## src/rtl/ivl_uvm_ovl_window_gen.sv

```systemverilog
// Purpose : OVL window-protocol stimulus generator (start_event / test_expr / end_event).
// Latency : start_event 1 cycle after an accepted go; end_event win_len+1 cycles after start_event.
// Backpr. : go is accepted only when idle; a go seen while busy is dropped, never queued.
//
// Ports:
//   clock, reset        rising-edge clock, synchronous active-high reset
//   go                  window request, sampled only when the block can accept it
//   win_len             number of HOLD cycles between start and end (latched on accept)
//   drop_en, drop_at    one-cycle test_expr drop at HOLD index drop_at (latched on accept)
//   busy                high in every state except IDLE
//   done                one-cycle pulse coincident with end_event
//   start_event, test_expr, end_event   window protocol outputs (all registered)
//   window_count        completed windows, wraps silently
//
// Build option: define IVL_UVM_OVL_WINDOW_GEN_BACK2BACK_EN to accept a go during the
// END cycle and skip GAP, so a new start_event follows end_event directly.
module ivl_uvm_ovl_window_gen #(
    parameter int LEN_W      = 8,
    parameter int GAP_CYCLES = 2,
    parameter int CNT_W      = 16
) (
    input  logic             clock,
    input  logic             reset,
    input  logic             go,
    input  logic [LEN_W-1:0] win_len,
    input  logic             drop_en,
    input  logic [LEN_W-1:0] drop_at,
    output logic             busy,
    output logic             done,
    output logic             start_event,
    output logic             test_expr,
    output logic             end_event,
    output logic [CNT_W-1:0] window_count
);

    // Counter holds 0..GAP_CYCLES-1; at least one bit even for GAP_CYCLES of 0 or 1.
    localparam int GAP_W = (GAP_CYCLES > 1) ? $clog2(GAP_CYCLES) : 1;
    localparam logic [GAP_W-1:0] GAP_LAST = (GAP_CYCLES > 0) ? GAP_W'(GAP_CYCLES - 1) : '0;

    typedef enum logic [2:0] {
        IDLE  = 3'd0,
        START = 3'd1,
        HOLD  = 3'd2,
        END   = 3'd3,
        GAP   = 3'd4
    } state_t;

    state_t           state;
    logic [LEN_W-1:0] len_q;
    logic             drop_en_q;
    logic [LEN_W-1:0] drop_at_q;
    logic [LEN_W-1:0] hold_k;
    logic [GAP_W-1:0] gap_cnt;

    // All outputs are computed for the state being entered, so they are registered
    // alongside the state and line up with it cycle for cycle.
    always_ff @(posedge clock) begin
        if (reset) begin
            state        <= IDLE;
            len_q        <= '0;
            drop_en_q    <= 1'b0;
            drop_at_q    <= '0;
            hold_k       <= '0;
            gap_cnt      <= '0;
            busy         <= 1'b0;
            done         <= 1'b0;
            start_event  <= 1'b0;
            test_expr    <= 1'b0;
            end_event    <= 1'b0;
            window_count <= '0;
        end else begin
            // Pulses default low; each branch raises what the next state needs.
            done        <= 1'b0;
            start_event <= 1'b0;
            end_event   <= 1'b0;
            test_expr   <= 1'b0;

            case (state)
                IDLE: begin
                    if (go) begin
                        len_q       <= win_len;
                        drop_en_q   <= drop_en;
                        drop_at_q   <= drop_at;
                        state       <= START;
                        busy        <= 1'b1;
                        start_event <= 1'b1;
                        test_expr   <= 1'b1;
                    end
                end

                START: begin
                    if (len_q != '0) begin
                        state     <= HOLD;
                        hold_k    <= '0;
                        test_expr <= !(drop_en_q && (drop_at_q == '0));
                    end else begin
                        state        <= END;
                        end_event    <= 1'b1;
                        done         <= 1'b1;
                        test_expr    <= 1'b1;
                        window_count <= window_count + CNT_W'(1);
                    end
                end

                HOLD: begin
                    if (hold_k == (len_q - LEN_W'(1))) begin
                        state        <= END;
                        end_event    <= 1'b1;
                        done         <= 1'b1;
                        test_expr    <= 1'b1;
                        window_count <= window_count + CNT_W'(1);
                    end else begin
                        // Look one index ahead: test_expr shown next cycle belongs to k+1.
                        // drop_at >= win_len can never equal a valid index, so no drop.
                        hold_k    <= hold_k + LEN_W'(1);
                        test_expr <= !(drop_en_q && (drop_at_q == (hold_k + LEN_W'(1))));
                    end
                end

                END: begin
`ifdef IVL_UVM_OVL_WINDOW_GEN_BACK2BACK_EN
                    if (go) begin
                        len_q       <= win_len;
                        drop_en_q   <= drop_en;
                        drop_at_q   <= drop_at;
                        state       <= START;
                        start_event <= 1'b1;
                        test_expr   <= 1'b1;
                    end else
`endif
                    if (GAP_CYCLES > 0) begin
                        state   <= GAP;
                        gap_cnt <= '0;
                    end else begin
                        state <= IDLE;
                        busy  <= 1'b0;
                    end
                end

                GAP: begin
                    if (gap_cnt == GAP_LAST) begin
                        state <= IDLE;
                        busy  <= 1'b0;
                    end else begin
                        gap_cnt <= gap_cnt + GAP_W'(1);
                    end
                end

                default: begin
                    state <= IDLE;
                    busy  <= 1'b0;
                end
            endcase
        end
    end

endmodule
```

## config.mk

```make
export PLATFORM = sky130hd
export DESIGN_NAME = ivl_uvm_ovl_window_gen
export DESIGN_NICKNAME = d
export VERILOG_FILES = /design/src/rtl/ivl_uvm_ovl_window_gen.sv
export SDC_FILE = /design/constraint.sdc
export NUM_CORES = 1
export LEC_CHECK = 0
export CORE_MARGIN = 3
export CORE_UTILIZATION = 45
export DETAILED_ROUTE_END_ITERATION = 8
export GPL_TIMING_DRIVEN = 0
export HOLD_SLACK_MARGIN = 0.05
export MAX_ROUTING_LAYER = met4
export PLACE_DENSITY = 0.64
export SETUP_SLACK_MARGIN = 0.02
export SYNTH_ARGS = -nofsm -noshare
export SYNTH_HDL_FRONTEND = slang
export SYNTH_SLANG_ARGS = --single-unit
```

## constraint.sdc

```tcl
create_clock -name clock -period 5.9 [get_ports clock]
set_input_delay 0.59 -clock clock [delete_from_list [all_inputs] [get_ports clock]]
set_output_delay 0.59 -clock clock [all_outputs]
set_load 0.05 [all_outputs]
```

# --- Word-level counts from Yosys, hierarchy flattened ---
# Index checks and enable logic that the tools add are counted.
word_totals:
  reg_bits: 49
  latchBits: 0
  ramBits: 0
  rom_bits: 0
  output_inout_bits: 21
  elab_cells: 68
  memories: 0
op_classes:
  add_sub_neg: 4
  n_mul: 0
  div: 0
  n_lt_le_gt_ge: 0
  n_eq_ne: 12
  shift: 0
  muxes: 23
  bitwise: 2
  n_reduce_logical: 16
op_table:
  columns: ["op", "n"]
  rows:
  - ["$mux 16", 2]
  - ["$pmux 16 s2", 1]
  - ["$add 16x1->16 const B", 1]
  - ["$eq 8x8->1", 2]
  - ["$mux 8", 2]
  - ["$pmux 8 s2", 1]
  - ["$pmux 3 s5", 1]
  - ["$ne 2x2->1 const B", 6]
  - ["$reduce_and 3->1", 4]
  - ["$mux 1", 9]
  - ["$mux 3", 3]
  - ["$add 8x1->8 const B", 1]
  - ["$logic_not 8->1", 1]
  - ["$reduce_bool 8->1", 1]
  - ["$sub 8x1->8 const B", 1]
  - ["$eq 3x2->1 const B", 2]
  - ["$pmux 1 s3", 2]
  - ["$pmux 1 s2", 2]
  - ["$reduce_bool 2->1", 2]
  - ["$eq 3x1->1 const B", 1]
  - ["$eq 3x3->1 const B", 1]
  - ["$logic_not 3->1", 1]
  - ["$reduce_or 3->1", 1]
  - ["$logic_and 1x1->1", 2]
  - ["other kinds (5)", 7]

# --- Logic depth before layout (Yosys ltp) ---
# Gate-level depths: netlist (run 1).
depth:
  depth_word: 6
  mapped_depth: 11
  ltp_nobuf: 8

# --- Worst setup path before layout (run 1) ---
# No wires, ideal clock.
synth_timing:
  kind: "reg-to-reg"
  from: "register len_q[0]"
  to: "register window_count[12]"
  setup_ns: 0.127
  arrival_ns: 2.453
  setup_slack_ns: 3.320
  stages_incl_launch_ff: 11
  n_path_buf: 2
  period_less_slack_ns: 2.580
  cell_sequence: "dfxtp_1 inv_1 ha_1 buf_6 o21ba_1 a221o_1 a2111oi_4 and4_1 buf_4 nor3_1 or3_1"
synth_via:
  elab_chain_cells: 4
synth_rtl:
  columns: ["item", "line_no", "rtl"]
  rows:
  - ["start: declaration", "49", "logic [LEN_W-1:0] len_q;"]
  - ["start signal: assignment", "81", "len_q <= win_len;"]
  - ["$sub 8x1->8", "106", "if (hold_k == (len_q - LEN_W'(1))) begin"]
  - ["$eq 8x8->1", "106", null]
  - ["$ne 2x2->1 (no source line)", null, null]
  - ["$reduce_and 3->1 (no source line) (*)", null, null]
  - ["end signal: assignment", "101", "window_count <= window_count + CNT_W'(1);"]
  - ["end signal: assignment", "111", "window_count <= window_count + CNT_W'(1);"]
  - ["end: declaration", "33", "output logic [CNT_W-1:0] window_count"]
# Mark *: on every way between the ends. The rest lies on a longest branch, timed or not.
# A chain may end at the register's enable or synchronous reset.

# --- Worst setup path after layout (run 1) ---
layout_timing:
  from: "register state[0]"
  to: "register window_count[9]"
layout_via:
  elab_chain_cells: 3
layout_rtl:
  columns: ["item", "line_no", "rtl"]
  rows:
  - ["start: declaration", "48", "state_t state;"]
  - ["start signal: assignment", "59", "state <= IDLE;"]
  - ["start signal: assignment", "84", "state <= START;"]
  - ["start signal: assignment", "93", "state <= HOLD;"]
  - ["$eq 3x2->1 / $eq 3x1->1 (equally long branches)", "78", "case (state)"]
  - ["$ne 2x2->1 (no source line) / $reduce_bool 2->1 (equally long branches)", null, null]
  - ["$reduce_and 3->1 (no source line)", null, null]
# Several ways; a longest one is shown, not always the timed one.

==> key figures, run 1 <==
Status
  – Outcome: complete, no violations

Timing
  – Setup_tns: 0 ns
  – Tcrit/Tclk final: 52.2%
  – Max Clock Skew: 0.00763 ns
  – Slew HR: 22.7%
  – Fmax: 325 MHz
  – Slew Limit Fails: 0
  – Min Clock Period, post-route: 3.08 ns
  – RSZ-0062 raised after global routing: no
  – Slew at the pin closest to its max-slew limit: 1.16 ns
  – Final hold vios: 0
  – # setup viols final: 0

Finish
  – Number of fill cells: 660
  – Final #Nets: 467
  – Inserted Diodes: 0
  – Area grow syn2layout: 18.8%
  – Non-filler cells, final: 520
  – Fraction of layout cells with a size suffix above 1: 4.51%

Place
  – Dpl hpwl: 5970 um
  – Gpl congestion: 0.845
  – I/O Buffers: 39
  – Cells after DPL: 514

Setup path
  – Kind of critical path: register to register
  – Crit path required time: 6.10 ns
  – CP Launch Type: register
  – Crit. End Element: register
  – Critical path peak fanout: 9
  – Critical Path AT: 3.28 ns

Die
  – Die ar.: 7640 sq um
  – Die Y: 87.4 um
  – Number of I/O pins: 41
  – Die X: 87.4 um
  – Num rows: 29
  – Initial core utilization: 46.7%
  – Core area: 6390 sq um

Clocking
  – Root Buffer: clkbuf_8
  – CTS Sinks: 49
  – H-tree Lvls: 2
  – Clock buffer depth: 2
  – Hold buffer count at CTS: 0
  – TritonCTS buffer count: 5
  – CTS tree: yes
  – Worst-Skew Late Latency: 0.30 ns
  – Post-CTS Setup Inserts: 0
  – Number of gates resized after CTS: 0
  – Clock-pin slew on the worst setup and hold paths: 0.09 ns

GRT
  – GRT Total Usage: 22.5%
  – First-pass GRT wire length: 13500 um
  – Vias in the first global route: 2791
  – Largest net degree at the start of global routing: 14
  – GR Overflow Total: 0
  – Initial antenna violation count: 0

Drt
  – Routed vias/inst: 5.86
  – Iteration-0 DRC Markers: 213
  – Antenna Nets Post-Route: 0
  – Via Count: 3047
  – Remaining DRCs: 0
  – First drt pass iteration count: 4
  – Routed wire per std cell: 15.7 um
  – Post-Route WL: 8150 um

Synth
  – YS warnings: 0
  – EDFF count, synth: 0
  – #FFs+latches synth: 49
  – Synth cell types: 58
  – Ys flop type: dfxtp_1
  – Post-synth ARST share: 0%
  – Synth top cells by count: nand2_1, dfxtp_1, a21oi_1, nor2_1, nand3_1
  – Gate Count Post-Synth: 398
  – Area leader, netlist: dfxtp_1
  – Synth top area share: 32.9%
  – Mean area per synthesized cell: 7.49 sq um
  – Mapped Area: 2980 sq um
  – Register area share after synthesis: 32.9%
  – Main area contributors after synthesis: dfxtp_1, nand2_1, a21oi_1, nor2_1, nand3_1
  – Post-Syn Nets: 421
  – Most frequent cell after synthesis: nand2_1

Power
  – Pleak: 1.29 nW
  – Pwr/cell area: 324 nW/um^2
  – Worst VDD drop: 0.200 mV

Job
  – Max cap viols: 0

Hold path
  – Worst hold path type: register to register
-- kinds of logic (layout without fill, tap and decap cells) --
kind of cell    count (synthesis)  after routing  share of synthesized area (%)
simple gates                  197            197                           32.8
compound gates                 92             92                           21.6
flops                          49             49                           32.9
buf+inv                        37             82                           5.46
xor+xnor                       17             17                           4.99
fa+ha+maj                       3              3                           1.26
mux                             3              3                           1.01
-- critical path, stage by stage (launching register included) --
cell	delay, ns
dfxtp_1	0.31
clkbuf_1	0.25
nor3b_1	0.97
nand4_1	0.76
nor4_1	0.44
a311oi_1	0.13
o311ai_0	0.11
-- power by group --
group / switching, mW / total (mW) / internal (mW)
clock network: 0.112 / 0.190 / 0.0784
registers: 0.0507 / 0.434 / 0.383
logic: 0.335 / 0.524 / 0.189
-- through the flow --
stage          cell area (sq um)  total power, mW  hold WS, ns  utilization [%]  worst slack (ns)
6_report                    3540             1.15        0.474             55.5              2.82
5_1_grt                     3540             1.23        0.504             55.5              2.59
4_1_cts                     3540             1.16        0.476             55.5              2.87
3_5_place_dp                3470            0.969        0.462             54.3              2.87
3_3_place_gp                3470            0.963        0.455             54.3              2.91
2_1_floorplan               2980            0.821        0.445                -              3.32
-- routing by layer --
layer / share of wire (%) / global-route usage, % / up-vias
li1: - / - / 1542
met1: 45 / 27.5 / 1406
met2: 49 / 38.7 / 89
met3: 4.1 / 2.84 / 10
met4: 1.4 / 6.56 / 0
met5: 0 / - / -
-- layout by cell type (no fill, tap or decap), drive strengths merged, types with 2 or more instances in the layout --
cell type      Yosys  layout
o311ai            12      12
nand4b             3       3
a21o               2       2
and2               3       3
buf               11      11
and4               2       2
xnor2             11      11
a41oi              3       3
nor3b              3       3
nand4             11      11
nand3             21      21
nor3              16      16
nor2b              3       3
o21ai              8       8
or2                2       2
or3                4       4
clkdlybuf4s50      0      39
a21oi             36      36
nor4               7       7
ha                 3       3
clkbuf            20      25
mux2i              3       3
inv                6       6
and3               9       9
dfxtp             49      49
a311oi             5       5
nor2              34      34
a31oi              9       9
o31ai              2       2
xor2               6       6
nand2             73      73
-- layout make-up --
type | instances | area [sq um] | area share (%)
buffer | 31 | 140 | 3.96
clock inverter | 1 | 5.00 | 0.141
inverter | 6 | 22.5 | 0.636
tap | 77 | 96.3 | 2.72
multi-input combinational | 312 | 1840 | 51.9
sequential | 49 | 981 | 27.7
timing repair buffer | 39 | 390 | 11.0
clock buffer | 5 | 68.8 | 1.94
-- flip-flops by register name, summed over array words and instances (netlist names), 3 cells and up --
name / flops
drop_at_q: 8
hold_k: 8
len_q: 8
state: 3
window_count: 16
-- worst paths after layout --
kind / start / to / slack, ns / depth (start not counted)
max reg2reg: state[0] / window_count[9] / 2.82 / 6
min reg2reg: gap_cnt / gap_cnt / 0.47 / 2
max: state[0] / window_count[9] / 2.82 / 6
min: gap_cnt / gap_cnt / 0.47 / 2
Power figures use the tool's default switching activity.
==> run 2, diff against run 1 <==
==> constraint.sdc (replaced) <==
create_clock -name clock -period 2.9 [get_ports clock]
set_input_delay 0.29 -clock clock [delete_from_list [all_inputs] [get_ports clock]]
set_output_delay 0.29 -clock clock [all_outputs]
set_load 0.05 [all_outputs]
==> key figures, run 2 (synthesis results as in run 1) <==
Finish
  – Area grow syn2layout: 19.3%
  – Most common cell after layout, fill and taps aside: nand2_1
  – Inserted Diodes: 0 (unchanged)
  – Fraction of layout cells with a size suffix above 1: 5.18% (+0.67 points)
  – Post-layout util: 55.7% (+0.25 points)
  – Most frequent cells in the layout: nand2_1, dfxtp_1, clkdlybuf4s50_1
  – Biggest register: window_count
  – Max reg flops: 16 (unchanged)
  – Final #Nets: 468 (+0.21%)
  – Non-filler cells, final: 521 (+0.19%)
  – Design Area, Final: 3560 sq um (+0.46%)

Setup path
  – Critical Path AT: 2.94 ns (-0.34 ns)
  – Crit. End Element: register
  – Critical register-to-register path startpoint: len_q[0]
  – Kind of critical path: register to register
  – Worst r2r dst: hold_k[5]
  – R2r setup slk: 0.16 ns (-2.66 ns)
  – Crit path launch: len_q[0]
  – CP Launch Type: register
  – R2R depth: 12 (+6)
  – Crit path required time: 3.10 ns (-3.00 ns)
  – Critical path peak fanout: 10 (+1)

Drt
  – Routed vias/inst: 5.97 (+1.8%)
  – Via Count: 3109 (+2.0%)
  – First drt pass iteration count: 4 (unchanged)
  – Routed wire per std cell: 15.6 um (-0.50%)
  – Iteration-0 DRC Markers: 178 (-16%)
  – Antenna Nets Post-Route: 0 (unchanged)
  – Post-Route WL: 8120 um (-0.31%)
  – Remaining DRCs: 0 (unchanged)

Timing
  – RSZ-0062 raised after global routing: no
  – Final hold vios: 0 (unchanged)
  – Slew at the pin closest to its max-slew limit: 0.670 ns (-0.487 ns)
  – Slew Limit Fails: 0 (unchanged)
  – Min setup slack post-route: 0.156 ns (-2.66 ns)
  – # setup viols final: 0 (unchanged)
  – Final hold slack: 0.474 ns (-0.000266 ns)
  – Fmax: 364 MHz (+12%)
  – Max Clock Skew: 0.0104 ns (+0.00279 ns)
  – Setup_tns: 0 ns (unchanged)
  – Min Clock Period, post-route: 2.74 ns (-0.335 ns)
  – Tcrit/Tclk final: 94.6% (+42 points)
  – Slew HR: 55.2% (+32 points)

Die
  – Die ar.: 7640 sq um (unchanged)
  – Number of I/O pins: 41 (unchanged)
  – Die Y: 87.4 um (unchanged)
  – Num rows: 29 (unchanged)
  – Die X: 87.4 um (unchanged)
  – Initial core utilization: 46.7% (unchanged)
  – Core area: 6390 sq um (unchanged)

GRT
  – First-pass GRT wire length: 13500 um (about the same)
  – GR Overflow Total: 0 (unchanged)
  – Largest net degree at the start of global routing: 14 (unchanged)
  – Vias in the first global route: 2795 (+0.14%)
  – Initial antenna violation count: 0 (unchanged)
  – GRT Total Usage: 22.5% (unchanged)

Clocking
  – CTS tree: yes
  – Clock buffer depth: 2 (unchanged)
  – CTS Sinks: 49 (unchanged)
  – Worst-Skew Late Latency: 0.31 ns (about the same)
  – Clock-pin slew on the worst setup and hold paths: 0.09 ns (about the same)
  – H-tree Lvls: 2 (unchanged)
  – Root Buffer: clkbuf_8
  – TritonCTS buffer count: 5 (unchanged)

Place
  – Cell Area, Placed: 3470 sq um (unchanged)
  – Pre-CTS setup slack: -0.125 ns (-3.00 ns)
  – Gpl congestion: 0.845 (unchanged)
  – I/O Buffers: 39 (unchanged)
  – Dpl hpwl: 5970 um (unchanged)
  – Cells after DPL: 514 (unchanged)

Hold path
  – Hold Path Origin: gap_cnt
  – Worst hold path type: register to register
  – Hold Path Sink: gap_cnt
  – Hold Path Cell Cnt: 2 (unchanged)

Job
  – Max cap viols: 0 (unchanged)

Power
  – Pwr/cell area: 659 nW/um^2 (+100%)
  – Pleak: 1.30 nW (+0.68%)
  – Worst VDD drop: 0.407 mV (+100%)
  – Final total power: 2.34 mW (+100%)

Status
  – Outcome: complete, no violations
## run 2: area by class of cell
type | count | area, sq um
Fill cell | 658 | 2830
Buffer | 31 | 143
Clock buffer | 5 | 68.8
Inverter | 6 | 22.5
Clock inverter | 1 | 5.00
Timing Repair Buffer | 40 | 398
Sequential cell | 49 | 982
Multi-Input combinational cell | 312 | 1840
Tap cell | 77 | 96.3
## run 2: repair_timing
action,in CTS,in global routing
endpoints found under the setup margin,2,16
endpoints found under the hold margin,0,0
pin swaps,0,1
hold buffers,0,0
gates resized for setup,1,2
setup buffers,0,1
## run 2: routing by layer
metal / up-vias / track usage [%] / routed length, um
li1: 1543 / - / -
met3: 12 / 2.84 / 331
met4: 0 / 6.56 / 140
met5: - / - / 0
met1: 1464 / 27.6 / 3670
met2: 90 / 38.6 / 3970
## run 2: how the worst max path moves through the flow
stage	slack, ns	endpoint	depth (start not counted)
after floorplan	0.32	window_count[12]	10
after global placement	-0.09	window_count[9]	6
after detailed placement	-0.13	window_count[9]	6
after CTS	0.04	window_count[4]	9
after global routing	0.03	hold_k[5]	12
final	0.16	hold_k[5]	12
## run 2: power breakdown
group / internal (mW) / total (mW) / switching, mW
combinational: 0.385 / 1.07 / 0.688
sequential: 0.780 / 0.883 / 0.102
clock: 0.160 / 0.388 / 0.228
total: 1.33 / 2.34 / 1.02
## run 2: critical path: stages (launching register included)
cell       delay [ns]
dfxtp_2          0.37
inv_1            0.06
ha_1             0.20
buf_6            0.13
o21ba_1          0.16
a221o_1          0.38
a2111oi_4        0.35
buf_4            0.21
and4_1           0.17
buf_4            0.15
buf_4            0.19
mux2i_1          0.20
nand2_1          0.06
==> run 3, diff against run 2 <==
--- a/config.mk
+++ b/config.mk
@@ -11,7 +11,7 @@
 export GPL_TIMING_DRIVEN = 0
 export HOLD_SLACK_MARGIN = 0.05
 export MAX_ROUTING_LAYER = met4
-export PLACE_DENSITY = 0.64
+export PLACE_DENSITY = 0.68
 export SETUP_SLACK_MARGIN = 0.02
 export SYNTH_ARGS = -nofsm -noshare
 export SYNTH_HDL_FRONTEND = slang
==> key figures, run 3 (synthesis results as in run 1) <==
Drt
  – Remaining DRCs: 0 (unchanged)
  – Antenna Nets Post-Route: 0 (unchanged)
  – Post-Route WL: 7980 um (-1.7%)
  – Routed vias/inst: 5.85 (-1.9%)
  – Routed wire per std cell: 15.2 um (-2.2%)
  – Via Count: 3066 (-1.4%)
  – Iteration-0 DRC Markers: 156 (-12%)
  – First drt pass iteration count: 5 (+1)

Timing
  – Min setup slack post-route: 0.163 ns (+0.00741 ns)
  – RSZ-0062 raised after global routing: no
  – Fmax: 365 MHz (+0.27%)
  – Slew Limit Fails: 0 (unchanged)
  – Tcrit/Tclk final: 94.4% (-0.26 points)
  – Max Clock Skew: 0.00791 ns (-0.00251 ns)
  – Min Clock Period, post-route: 2.74 ns (-0.00741 ns)
  – # setup viols final: 0 (unchanged)
  – Slew HR: 57.4% (+2.2 points)
  – Slew at the pin closest to its max-slew limit: 0.634 ns (-0.0357 ns)
  – Final hold vios: 0 (unchanged)

Power
  – Pleak: 1.31 nW (+0.78%)
  – Final total power: 2.34 mW (about the same)
  – Pwr/cell area: 656 nW/um^2 (-0.42%)
  – Net Sw Frac: 43.1% (-0.38 points)
  – Worst VDD drop: 0.392 mV (-3.8%)
  – Comb pwr share: 45.4% (-0.4 points)
  – Sequential share of power: 37.5% (-0.2 points)
  – Pint: 1.33 mW (+0.67%)
  – Clk pwr share: 17.1% (+0.6 points)
  – Switch Pwr: 1.01 mW (-0.88%)

Die
  – Num rows: 29 (unchanged)
  – Initial core utilization: 46.7% (unchanged)
  – Number of I/O pins: 41 (unchanged)
  – Die X: 87.4 um (unchanged)
  – Die ar.: 7640 sq um (unchanged)
  – Die Y: 87.4 um (unchanged)
  – Core area: 6390 sq um (unchanged)

Job
  – Max cap viols: 0 (unchanged)

Finish
  – Biggest register: window_count
  – Max reg flops: 16 (unchanged)
  – Number of fill cells: 635 (-3.5%)
  – Area grow syn2layout: 19.8%
  – Final #Nets: 469 (+0.21%)
  – Design Area, Final: 3570 sq um (+0.42%)
  – Most common cell after layout, fill and taps aside: nand2_1
  – Most frequent cells in the layout: nand2_1, dfxtp_1, clkdlybuf4s50_1
  – Fraction of layout cells with a size suffix above 1: 5.37% (+0.19 points)
  – Inserted Diodes: 0 (unchanged)

Clocking
  – Clock buffer depth: 2 (unchanged)
  – H-tree Lvls: 2 (unchanged)
  – CTS tree: yes
  – Root Buffer: clkbuf_8
  – CTS Sinks: 49 (unchanged)
  – TritonCTS buffer count: 5 (unchanged)
  – Clock-pin slew on the worst setup and hold paths: 0.09 ns (about the same)
  – Worst-Skew Late Latency: 0.30 ns (about the same)

GRT
  – Vias in the first global route: 2844 (+1.8%)
  – Largest net degree at the start of global routing: 15 (+1)
  – Initial antenna violation count: 0 (unchanged)
  – First-pass GRT wire length: 13200 um (-2.5%)
  – GR Overflow Total: 0 (unchanged)
  – GRT Total Usage: 21.9% (-0.61 points)

Place
  – I/O Buffers: 39 (unchanged)
  – Pre-CTS setup slack: -0.0733 ns (+0.0521 ns)
  – Gpl congestion: 0.884 (+4.5%)
  – Cell Area, Placed: 3470 sq um (unchanged)
  – Dpl hpwl: 5740 um (-3.9%)

Setup path
  – Crit path required time: 3.10 ns (about the same)
  – Crit. End Element: register
  – CP max-delay cell: dfxtp_1
  – CP Launch Type: register
  – Critical Path AT: 2.94 ns (about the same)
  – Cell mode on critical path: buf_4
  – Critical path peak fanout: 10 (unchanged)
  – Kind of critical path: register to register
  – Critical-path cell list: inv_1, ha_1, buf_6, o21ba_1, a221o_1, a2111oi_4, buf_4, and4_1, buf_4, buf_4, mux2i_1, nand2_1
  – Slowest stage delay, CP: 0.40 ns (+0.02 ns)

Hold path
  – Worst hold path type: register to register

Status
  – Outcome: complete, no violations
-- run 3: changes by cell type in the layout (fill, tap and decap cells not counted) --
cell,previous run,this run
clkinv_2,1,2
buf_4,4,5
clkbuf_1,20,21
dfxtp_2,1,0
dfxtp_1,48,49
-- run 3: cell type report --
class                           instances  area, sq um  area share, %
Buffer                                 31          143           3.99
Clock buffer                            6         72.6           2.03
Sequential cell                        49          981           27.5
Multi-Input combinational cell        312         1840           51.6
Inverter                                6         22.5          0.630
Timing Repair Buffer                   41          405           11.3
Tap cell                               77         96.3           2.70
Clock inverter                          2         10.0          0.280
-- run 3: metal layers --
layer  up-vias  track usage, %  share of wire [%]
met3        14            3.60                5.0
met2        97            36.6                 48
met5         -               -                  0
li1       1560               -                  -
met4         0            9.07                1.7
met1      1395            26.1                 45
-- run 3: metrics by stage --
stage,std cells,setup TNS [ns],hold slack (ns),util (%)
final,524,0,0.478,56.0
after global routing,524,0,0.503,56.0
after CTS,522,0,0.480,55.7
after detailed placement,514,-0.0733,0.466,54.3
after global placement,514,-0.00348,0.455,54.3
after floorplan,398,0,0.426,-
-- run 3: final timing paths --
| kind | endpoint | cells after the start | startpoint | slack (ns) |
|---|---|---|---|---|
| worst min register to register | gap_cnt | 2 | gap_cnt | 0.48 |
| worst max-delay path | hold_k[5] | 12 | len_q[0] | 0.16 |
| worst min-delay path | gap_cnt | 2 | gap_cnt | 0.48 |
| worst max register to register | hold_k[5] | 12 | len_q[0] | 0.16 |
-- run 3: critical path, delay by kind of cell (launching register included) --
family | cells | cell delay (ns)
AO/OA/AOI/OAI | 3 | 0.88
adder cells (fa/ha/maj) | 1 | 0.20
buffers and inverters | 5 | 0.73
flip-flops | 1 | 0.40
multiplexers | 1 | 0.19
AND/OR/NAND/NOR | 2 | 0.24
-- run 3: repair_timing --
item,in CTS,in global routing
resized for setup,1,1
hold buffers,0,0
buffers inserted,0,2
endpoints found under the setup margin,2,17
pin swaps,0,1
-- run 3: power groups by stage --
stage	clock network, mW	logic (mW)	registers, mW
final	0.400	1.06	0.879
after global routing	0.439	1.18	0.900
after CTS	0.413	1.07	0.880
after detailed placement	0	1.07	0.896
after global placement	0	1.05	0.892
after floorplan	0	0.695	0.976
==> RTL edit 1 (flow settings as in run 1) <==
Set the parameter `CNT_W` to 32 (it was 16).
--- a/src/rtl/ivl_uvm_ovl_window_gen.sv
+++ b/src/rtl/ivl_uvm_ovl_window_gen.sv
@@ -19,3 +19,3 @@
     parameter int GAP_CYCLES = 2,
-    parameter int CNT_W      = 16
+    parameter int CNT_W      = 32
 ) (
Ports: changed (resized window_count); port bits go from 41 to 57. No check against the original RTL was run, so the function may have changed too.
==> RTL edit 1 against run 1 <==
- cell area increased by 25%
- area after synthesis increased by 19%
- largest cell class unchanged
- wire length increased by 25%
- power decreased by 4.4%
- sequential cell count increased by 16
- setup slack got worse by 0.077 ns
- critical path type unchanged
- first-iteration DRC count decreased by 9.4%
- non-clock buffer count increased by 20
==> RTL edit 1: results (changes against run 1) <==
Finish
  – Largest register by flop count: window_count
  – Layout Nets: 540 (+16%)
  – Max FFs per register: 32 (+16)
  – Layout fillers: 708 (+7.3%)
  – Layout cells sized above 1: 0.0614 (+0.0163)
  – Antenna Cells: 0 (unchanged)

Clock network
  – Worst skew pair latency: 0.35 ns (+0.05 ns)
  – CTS Buffer Depth: 2 (unchanged)
  – TritonCTS buffer count: 9 (+4)
  – Post-CTS Setup Repair Bufs: 0 (unchanged)
  – PostCTS Resize Cnt: 0 (unchanged)
  – Clock-pin slew on the worst setup and hold paths: 0.08 ns
  – Root Buffer: clkbuf_8
  – H-tree Lvls: 3 (+1)

Hold path
  – HP Class: reg -> reg

Drt
  – Vias: 3,644 (+20%)
  – Vias per cell: 5.88 (+0.30%)
  – Initial DRC Count: 193 (-9.4%)
  – Total Routed Length: 10,100 µm (+25%)
  – 1st-pass router iterations: 5 (+1)

GRT
  – GR Util All Layers: 0.243 (+0.0173)
  – Initial antenna violation count: 0 (unchanged)
  – Vias in the first global route: 3,354 (+20%)
  – First-pass GRT wire length: 16,600 µm (+23%)
  – Largest net degree at the start of global routing: 14 (unchanged)

Pwr
  – Leak Pwr: 1.46 nW (+13%)
  – Max VDD drop: 0.000190 V (-5.3%)

Worst setup path
  – Reg2reg start: len_q[0]
  – Worst stage delay on the critical path: 0.65 ns (-0.32 ns)
  – Crit-path leading delay family: compound AO/OA/AOI/OAI gates
  – Critical-path top delay cell: a31oi_1
  – CP endpoint: window_count[21]
  – Worst R2R Setup Slack: 2.74 ns (-0.08 ns)
  – Reg2Reg Depth: 10 (+4)
  – CP Class: reg -> reg
  – Crit-path max FO: 10 (+1)

Placement
  – RD Place Congestion: 0.835 (-1.2%)
  – DP Area: 4250 µm² (+22%)
  – Post-DP HPWL: 7440 µm (+25%)
  – PortBufs: 56 (+44%)
  – Placed Cells: 604 (+18%)

Run status
  – Status: completed

Logic synthesis
  – Post-synth top cells: nand2_1 (68), dfxtp_1 (65), a21oi_1 (55), o31ai_1 (25), or4_1 (25)
  – Sequential area share after synthesis: 0.366 (+0.0369)
  – Synthesized net count: 473 (+12%)
  – Synth warn: 0 (unchanged)
  – Synth cell types: 49 (-16%)
  – Post-synth ARST share: 0 (unchanged)
  – Avg Inst Size Synth: 7.92 µm² (+5.7%)
  – Top cells by area, synth: dfxtp_1 (37%), a21oi_1 (7.7%), nand2_1 (7.2%)

Timing
  – Layout Skew: 0.0137 ns (+0.00607 ns)
  – Relative slew slack: 0.388 (+0.161)
==> RTL edit 1: changes by cell type after synthesis, sizes merged, moves of 12 or more <==
cell and change:
o31ai +23, o311ai -12, a21oi +19, dfxtp +16, nor2 -13, or4 +24
==> RTL edit 1: metrics by stage <==
| step | util | setup slack (ns) |
|---|---|---|
| floorplan | - | 3.41 |
| global placement | 0.569 | 2.72 |
| detailed placement | 0.570 | 2.76 |
| CTS | 0.594 | 2.74 |
| global route | 0.594 | 2.38 |
| finish | 0.594 | 2.74 |
==> RTL edit 1: cell families (layout without fill, tap and decap cells) <==
family                   Yosys count  after routing  share of synthesized area
XOR/XNOR                          22             22                     0.0581
AO/OA/AOI/OAI                    109            109                      0.196
AND/OR/NAND/NOR                  204            204                      0.304
adder cells (fa/ha/maj)            4              4                     0.0141
buffers and inverters             39            111                     0.0443
multiplexers                       6              6                     0.0172
flip-flops                        65             65                      0.366
==> RTL edit 1: worst min-delay path by stage <==
stage          slack (ns)         start           end  cells after the start
4_1_cts              0.50  drop_at_q[0]  drop_at_q[0]                      2
5_1_grt              0.52  drop_at_q[0]  drop_at_q[0]                      2
2_1_floorplan        0.44     drop_en_q     drop_en_q                      2
3_3_place_gp         0.47          busy          busy                      2
3_5_place_dp         0.49     drop_en_q     drop_en_q                      2
6_report             0.49  drop_at_q[0]  drop_at_q[0]                      2
==> RTL edit 1: worst min-delay path, cell delays in order (launching register included) <==
cell and delay (ns):
dfxtp_1 0.34, nand2_1 0.06, a21oi_1 0.05
==> RTL edit 1: report_power, final <==
group / total, W / internal [W] / switching, W
registers: 0.000479 / 0.000459 / 0.0000195
clock network: 0.000357 / 0.000155 / 0.000202
logic: 0.000262 / 0.0000913 / 0.000171
total: 0.00110 / 0.000706 / 0.000392
==> RTL edit 1: area by class of cell <==
class | instances | area share
Clock buffer | 9 | 0.0280
Multi-Input combinational cell | 345 | 0.475
Inverter | 5 | 0.00424
Buffer | 34 | 0.0314
Timing Repair Buffer | 56 | 0.127
Clock inverter | 7 | 0.0122
Tap cell | 99 | 0.0280
Sequential cell | 65 | 0.294
==> RTL edit 1: routing by layer <==
metal,part of all wire,global-route usage
met5,0,-
met4,0.012,0.0685
met3,0.061,0.0534
met2,0.42,0.326
met1,0.51,0.360
==> RTL edit 2 (flow settings as in run 1) <==
Made on the original files. Encoding of `state_t`: now one-hot (5 bits for 5 states).
--- a/src/rtl/ivl_uvm_ovl_window_gen.sv
+++ b/src/rtl/ivl_uvm_ovl_window_gen.sv
@@ -39,8 +39,8 @@
 
-    typedef enum logic [2:0] {
-        IDLE  = 3'd0,
-        START = 3'd1,
-        HOLD  = 3'd2,
-        END   = 3'd3,
-        GAP   = 3'd4
+    typedef enum logic [4:0] {
+        IDLE  = 5'b00001,
+        START = 5'b00010,
+        HOLD  = 5'b00100,
+        END   = 5'b01000,
+        GAP   = 5'b10000
     } state_t;
Formal check against the unedited RTL: no difference found for any inputs over 10 cycles, from zero or initial values and one cycle with reset high; not proved beyond that.
==> RTL edit 2 against run 1 <==
- critical path depth up 5
- die area decreased by 4.1%
- global-route usage shrank 2.3 points
- area after synthesis is 4.4% lower
- sequential cell count up 2
- highest routed layer unchanged
- wire length is 15% lower
- setup slack gained 0.18 ns
- critical path type unchanged
- synthesized cell count is 9.5% lower
- non-clock buffer count shrank 7
- cell area fell by 3.0%
Power is not compared: it rests on default switching activity, and its combinational part moved more than twofold at a synthesized area within 25%.
==> RTL edit 2: results (changes against run 1) <==
Run status
  – Status: completed

Placement
  – PortBufs: 40 (+2.6%)
  – Post-DP HPWL: 5150 µm (-14%)
  – RD Place Congestion: 0.948 (+12%)
  – DP Area: 3340 µm² (-3.6%)

Worst setup path
  – Crit-path max FO: 10 (+1)
  – CP arrival: 3.10 ns (-0.18 ns)

GRT
  – GR Util All Layers: 0.202 (-0.0231)
  – Vias in the first global route: 2,479 (-11%)
  – Largest net degree at the start of global routing: 18 (+4)
  – First-pass GRT wire length: 11,800 µm (-13%)

Logic synthesis
  – Sequential area share after synthesis: 0.358 (+0.0294)
  – Post-synth top cells: dfxtp_1 (51), nand2_1 (49), nor2_1 (32), a21oi_1 (29), o21ai_0 (21)
  – Avg Inst Size Synth: 7.91 µm² (+5.6%)
  – Synth warn: 0 (unchanged)
  – Synth cell types: 47 (-19%)
  – Synthesized net count: 383 (-9.0%)
  – Top cells by area, synth: dfxtp_1 (36%), nand2_1 (6.5%), xnor2_1 (5.2%)

Finish
  – Area of the multi-input gates: 1690 µm² (-7.8%)
  – Layout fillers: 599 (-9.2%)
  – Final instance count without filler cells: 483 (-7.1%)
  – Layout Nets: 430 (-7.9%)
  – Largest register by flop count: window_count
  – Layout cells sized above 1: 0.0833 (+0.0382)

Drt
  – Initial DRC Count: 206 (-3.3%)
  – Vias: 2,684 (-12%)
  – DR WL/cell: 14.3 µm (-8.5%)

Clock network
  – TritonCTS buffer count: 5 (unchanged)
  – Clock-pin slew on the worst setup and hold paths: 0.10 ns
  – PostCTS Resize Cnt: 0 (unchanged)
  – Root Buffer: clkbuf_8

Timing
  – Layout Skew: 0.00864 ns (+0.00101 ns)
  – Slew @ Worst Pin: 0.854 ns (-0.302 ns)

Pwr
  – Leak Pwr: 1.23 nW
  – Max VDD drop: 0.000142 V

Hold path
  – HP Class: reg -> reg
-- RTL edit 2: cell count changes after synthesis, moves of 8 or more --
cell | run 1 | this run
a21oi_2 | 0 | 8
a31oi_1 | 9 | 1
nand2_1 | 73 | 49
nor2b_1 | 3 | 14
o21ai_0 | 8 | 21
o311ai_0 | 9 | 1
-- RTL edit 2: metrics by stage --
step | hold WS (ns) | worst slack (ns)
6_report | 0.486 | 3.00
5_1_grt | 0.522 | 2.75
4_1_cts | 0.491 | 2.97
3_5_place_dp | 0.467 | 2.98
3_3_place_gp | 0.457 | 3.00
2_1_floorplan | 0.450 | 3.20
-- RTL edit 2: critical path: stages (launching register included) --
cell       delay, ns
dfxtp_1         0.38
inv_1           0.08
ha_1            0.17
nor3b_1         0.46
and3_1          0.22
a2bb2oi_1       0.17
a32oi_1         0.16
or3_1           0.42
buf_6           0.14
buf_12          0.14
a21oi_2         0.13
mux2_1          0.32
-- RTL edit 2: metal layers --
layer  part of all wire  routed length [µm]  track usage
met1               0.48                3310        0.260
met3              0.036                 250       0.0307
met2               0.48                3300        0.336
met4             0.0091                  63       0.0475
met5                  0                   0            -
-- RTL edit 2: kinds of logic after synthesis --
kind of cell	after synthesis	share of synthesized area
buffers and inverters	28	0.0470
and+or+nand+nor	166	0.290
xor gates and xnor gates	21	0.0646
muxes	15	0.0589
AOI/OAI and AO/OA	76	0.168
DFF	51	0.358
adders and majority gates	3	0.0132
-- RTL edit 2: path summary, 6_finish.rpt --
kind	startpoint	to	slack, ns	depth (start not counted)
setup reg to reg	len_q[0]	window_count[7]	3.00	11
hold reg to reg	busy	busy	0.49	2
setup / recovery	len_q[0]	window_count[7]	3.00	11
hold / removal	busy	busy	0.49	2
-- RTL edit 2: area by class of cell --
cell class	instances	share of cell area
inverters	5	0.00546
clock buffers	5	0.0200
well taps	75	0.0273
multi-input cells	281	0.493
clock inverters	3	0.00728
plain buffers	23	0.0335
repair buffers	40	0.116
flip-flops and latches	51	0.297
-- RTL edit 2: power groups by stage --
stage / Combinational [W] / Sequential, W / Clock, W
6_report: 0.000227 / 0.000391 / 0.000212
5_1_grt: 0.000253 / 0.000395 / 0.000232
4_1_cts: 0.000228 / 0.000391 / 0.000220
3_5_place_dp: 0.000227 / 0.000399 / 0
3_3_place_gp: 0.000224 / 0.000399 / 0
2_1_floorplan: 0.000146 / 0.000414 / 0
